[src/rtl/counter_param.sv]
// counter_param
//   Parametrised timing/event counter with programmable width and modulus,
//   up/down direction, wrap or saturate behaviour at the limits, a prescaled
//   step tick, a synchronous load, a one-cycle terminal-count pulse and a
//   sticky overflow flag.
//
// Parameters
//   WIDTH     counter width in bits (1..32)
//   MAX_VAL   terminal value when counting up (<= 2**WIDTH-1)
//   PRESCALE  enabled cycles per count step (1..256)
//   RESET_VAL count value after reset (<= MAX_VAL)
//
// Ports
//   clk       rising-edge clock
//   rst       asynchronous reset, active-low
//   en        advance prescaler / counter
//   up_dn     1 = count up, 0 = count down (sampled on tick edges only)
//   sat_mode  1 = saturate at the limit, 0 = wrap (sampled on tick edges only)
//   load      synchronous load of load_val, clipped to MAX_VAL
//   load_val  load value
//   clr_ovf   clear sticky overflow flag (a same-edge terminal event wins)
//   count     current count, registered
//   tc        one-cycle terminal-count pulse, registered
//   ovf       sticky overflow flag, registered
module counter_param #(
    parameter int          WIDTH     = 8,
    parameter int unsigned MAX_VAL   = 255,
    parameter int          PRESCALE  = 1,
    parameter int unsigned RESET_VAL = 0
) (
    input  logic             clk,
    input  logic             rst,
    input  logic             en,
    input  logic             up_dn,
    input  logic             sat_mode,
    input  logic             load,
    input  logic [WIDTH-1:0] load_val,
    input  logic             clr_ovf,
    output logic [WIDTH-1:0] count,
    output logic             tc,
    output logic             ovf
);

    // Prescaler only needs to hold 0..PRESCALE-1; keep at least one bit.
    localparam int PW = (PRESCALE > 1) ? $clog2(PRESCALE) : 1;

    localparam logic [WIDTH-1:0] MAX_C   = WIDTH'(MAX_VAL);
    localparam logic [WIDTH-1:0] RESET_C = WIDTH'(RESET_VAL);
    localparam logic [PW-1:0]    PS_LAST = PW'(PRESCALE - 1);

    // Elaboration-time parameter sanity checks.
    if (WIDTH < 1 || WIDTH > 32) begin : g_bad_width
        $error("counter_param: WIDTH must be in 1..32");
    end
    if ((64'(MAX_VAL) >> WIDTH) != 64'd0) begin : g_bad_max
        $error("counter_param: MAX_VAL does not fit in WIDTH bits");
    end
    if (PRESCALE < 1 || PRESCALE > 256) begin : g_bad_prescale
        $error("counter_param: PRESCALE must be in 1..256");
    end
    if (RESET_VAL > MAX_VAL) begin : g_bad_reset
        $error("counter_param: RESET_VAL must not exceed MAX_VAL");
    end

    logic [PW-1:0]    presc;
    logic             tick;
    logic             at_limit;
    logic [WIDTH-1:0] step_val;
    logic [WIDTH-1:0] load_clip;

    always_comb begin
        tick      = en && (presc == PS_LAST);
        at_limit  = up_dn ? (count == MAX_C) : (count == '0);
        load_clip = (load_val > MAX_C) ? MAX_C : load_val;
        step_val  = count;
        if (up_dn) begin
            if (!at_limit)     step_val = count + WIDTH'(1);
            else if (!sat_mode) step_val = '0;
        end else begin
            if (!at_limit)     step_val = count - WIDTH'(1);
            else if (!sat_mode) step_val = MAX_C;
        end
    end

    always_ff @(posedge clk or negedge rst) begin
        if (!rst) begin
            count <= RESET_C;
            presc <= '0;
            tc    <= 1'b0;
            ovf   <= 1'b0;
        end else begin
            // tc is a pulse: low unless this edge is a terminal event.
            tc <= 1'b0;
            // clr_ovf acts on every edge; a terminal event below overrides it.
            if (clr_ovf) ovf <= 1'b0;

            if (load) begin
                count <= load_clip;
                presc <= '0;
            end else if (en) begin
                if (tick) begin
                    presc <= '0;
                    count <= step_val;
                    if (at_limit) begin
                        tc  <= 1'b1;
                        ovf <= 1'b1;
                    end
                end else begin
                    presc <= presc + PW'(1);
                end
            end
        end
    end

endmodule

[config.mk]
export PLATFORM = sky130hd
export DESIGN_NAME = counter_param
export DESIGN_NICKNAME = d
export VERILOG_FILES = /design/src/rtl/counter_param.sv
export SDC_FILE = /design/constraint.sdc
export NUM_CORES = 1
export LEC_CHECK = 0
export ABC_AREA = 1
export CAP_MARGIN = 20
export CORE_MARGIN = 2
export CORE_UTILIZATION = 44
export DETAILED_ROUTE_END_ITERATION = 6
export GPL_TIMING_DRIVEN = 0
export PLACE_DENSITY = 0.78
export SLEW_MARGIN = 0
export SYNTH_ARGS = -nofsm -noshare
export SYNTH_HDL_FRONTEND = slang
export SYNTH_SLANG_ARGS = --single-unit
[constraint.sdc]
create_clock -name clk -period 1.7 [get_ports clk]
set_clock_uncertainty 0.1 [all_clocks]
set_input_delay 0.255 -clock clk [delete_from_list [all_inputs] [get_ports clk]]
set_output_delay 0.255 -clock clk [all_outputs]
set_load 0.02 [all_outputs]
==> flow_metrics.tcl <==
set metrics [dict create \
    status "complete, but fails checks" \
    violations "setup timing" \
    synthToLayoutAreaGrowth_pct 39.26 \
    die_area_sq_mm 0.002789 \
    drcViolationCount 0 \
    power_density_mw_per_mm2 714.3 \
    antenna_found_initial 0 \
    hp-class "in2async" \
    yosysWarningCount 0 \
    ys_seq_elements 11 \
    r2r-end "count[2]" \
    cts-root-buf "clkbuf_4" \
    antenna_cells 0 \
    pwr-share-clk 0.175 \
    setup_slack_ns -0.02220 \
    tns_ns -0.02220 \
    synth_nets 182 \
    synth.most_common_cell "nand2_1" \
    internal_power_w 0.0006112 \
    clk_pin_slew_ns 0.08 \
    p_sw_w 0.0004319 \
    synth_top_area_share 0.2625 \
    ctsHoldBuffers 0 \
    synth_area_leaders "dfrtp_1, nand2_1, nor2_1, nand3_1, xor2_1" \
    place_ws_ns -0.2223 \
    yosysTopAreaCell "dfrtp_1" \
    maxCapViolCount 0 \
    htreeDepth 1 \
    clk_latency_ns 0.28 \
    fin_nets 214 \
    drive_above_1_share 0.2205 \
    dr_total_vias 1158 \
    worst_slew_pin_slew_ns 0.5592 \
    firstDrtPassIters 4 \
    cts_made_buffers 3 \
    cp.required_ns 1.77 \
    clockBufferDepth 2 \
    r2r_setup_slack_ns -0.02 \
    start_kind "flop" \
    slew_headroom 0.6260 \
    path_class "reg2reg" \
    critical_path_arrival_ns 1.79 \
    finalCritPeriodShare 1.013 \
    grt.total_usage 0.2270 \
    syn_inst 164 \
    yosysUniqueCellTypes 25 \
    finalCriticalPeriod_ns 1.722 \
    ys_seq_area_frac 0.2625 \
    grt_pass1_vias 1131 \
    start_util 0.4695 \
    ant_nets 0 \
    combPwrFrac 0.505 \
    io_pins 25 \
    worst-path-max-fanout 8 \
    async_reset_ff_frac 1.000 \
    slew_viol_final 0 \
    num_rows 17 \
    core_sq_mm 0.002233 \
    syn_area_per_cell_sq_um 6.393 \
    synth_ff_type "dfrtp_1" \
    place_hpwl_mm 2.037 \
    syn_area_sq_mm 0.001049 \
    grt_setup_unrepaired "yes" \
    endpoint "count[2]" \
    hold_viol_final 0 \
    cts_tree "built" \
    cts.sinks 11 \
    end_kind "flop" \
    grt_pass1_wl_mm 4.602 \
    power.leakage_nw 0.7077 \
    viasPerCell 5.193 \
    numPortBuffers 23 \
    die_h_um 52.82 \
    worst_r2r_path_depth 12 \
    routed_wirelength_mm 2.778 \
    synth_edf_count 0 \
    p_sw_frac 0.4140 \
    pwr-share-seq 0.320 \
    max_freq_mhz 580.7 \
    final_util 0.6538 \
    max-vdd-ir-drop_mv 0.6256 \
    power_w 0.001043 \
    grt_max_degree 12 \
    globalRoute.totalOverflow 0 \
    gp_congestion 0.8959 \
    yosys-top-cells-count "nand2_1, nor2_1, nand3_1" \
    die_w_um 52.82 \
    critPathLaunch "count[1]" \
    finalSetupViolations 1 \
    wl_per_cell_um 12.46 \
    drt_iter0_markers 26 \
    timing.rr.start "count[1]" \
]
-- registers in the layout (all words and copies together), names as in the netlist --
| name | cells |
|---|---|
| count | 8 |
| ovf | 1 |
| presc | 1 |
| tc | 1 |
-- placed cells by master, fill, tap and decap left out --
master / netlist / routed
or2_2: 1 / 1
nor3_1: 1 / 1
clkbuf_2: 0 / 1
xor2_1: 6 / 6
o21ai_2: 0 / 3
inv_1: 12 / 9
dfrtp_2: 0 / 3
ha_4: 0 / 2
ha_1: 3 / 1
clkdlybuf4s50_1: 0 / 19
nor2_1: 26 / 25
nor2_4: 2 / 2
o21ai_1: 1 / 4
o21bai_1: 1 / 1
dlygate4sd2_1: 0 / 1
o21ai_0: 9 / 3
nand4_1: 1 / 1
nand3_4: 2 / 2
buf_4: 1 / 4
nand2_2: 2 / 3
nand3_1: 17 / 17
dlymetal6s2s_1: 0 / 3
clkbuf_1: 1 / 1
dfrtp_1: 11 / 8
nor3_2: 1 / 1
buf_6: 2 / 5
nand2_1: 54 / 52
nand2_4: 2 / 2
nand2_8: 0 / 1
inv_2: 2 / 4
nor2_2: 2 / 3
clkbuf_4: 0 / 4
inv_4: 1 / 2
-- logic make-up (layout without fill, tap and decap cells) --
family / count (synthesis) / after routing / share of synthesized area
and+or+nand+nor: 111 / 111 / 0.4940
xor gates and xnor gates: 6 / 6 / 0.05012
adders and majority gates: 3 / 3 / 0.03580
buffers and inverters: 22 / 53 / 0.1026
DFF: 11 / 11 / 0.2625
AOI/OAI and AO/OA: 11 / 11 / 0.05489
-- how the worst min path moves through the flow --
| stage | from | end | slack [ns] | cells after the start |
|---|---|---|---|---|
| 6_report | rst | count[2] | 0.23 | 1 |
| 5_1_grt | rst | count[4] | 0.26 | 1 |
| 4_1_cts | rst | count[4] | 0.24 | 1 |
| 3_5_place_dp | presc | presc | 0.40 | 2 |
| 3_3_place_gp | presc | presc | 0.39 | 2 |
| 2_1_floorplan | rst | count[0] | -0.14 | 0 |
-- layout make-up --
cell class | count | area [sq um]
fillers | 210 | 773.2
multi-input cells | 131 | 723.2
flip-flops and latches | 11 | 279.0
repair buffers | 27 | 274.0
plain buffers | 7 | 61.31
inverters | 15 | 61.31
well taps | 28 | 35.03
clock buffers | 4 | 26.28
-- stage by stage --
step | area [sq um] | hold slack [ns] | instances
global placement | 1316 | 0.3887 | 215
detailed placement | 1316 | 0.3985 | 215
floorplan | 1051 | -0.1406 | 164
global route | 1460 | 0.2622 | 223
CTS | 1366 | 0.2363 | 222
finish | 1460 | 0.2330 | 223
-- per-layer routing --
layer,track usage,routed length (um)
met4,0.07692,77
met2,0.4021,1420
met5,0,0
met3,0.07143,141
met1,0.2530,1139
-- power by group through the flow --
stage / registers, W / logic, W / clock network, W
floorplan: 0.000360 / 0.000271 / 0
global placement: 0.000330 / 0.000448 / 0
detailed placement: 0.000330 / 0.000464 / 0
CTS: 0.000325 / 0.000475 / 0.000185
global route: 0.000337 / 0.000581 / 0.000199
finish: 0.000334 / 0.000526 / 0.000183
-- worst max-delay path: stages, from the launching register on --
cell and delay [ns]:
dfrtp_2 0.46, inv_2 0.11, ha_4 0.13, nand2_2 0.05
nor2_2 0.09, nand2_2 0.10, nand2_4 0.11, nand3_4 0.09
nand2_8 0.10, buf_6 0.13, nor2_2 0.03, nand2_1 0.05
nand2_1 0.06
-- what timing repair did --
item | CTS | global route
pin swaps | 2 | 9
resized for setup | 5 | 33
hold endpoints to repair | 0 | 0
setup buffers | 2 | 1
cloned | 1 | 0
setup endpoints to repair | 9 | 10
No activity file was read; power rests on OpenSTA's default activity.
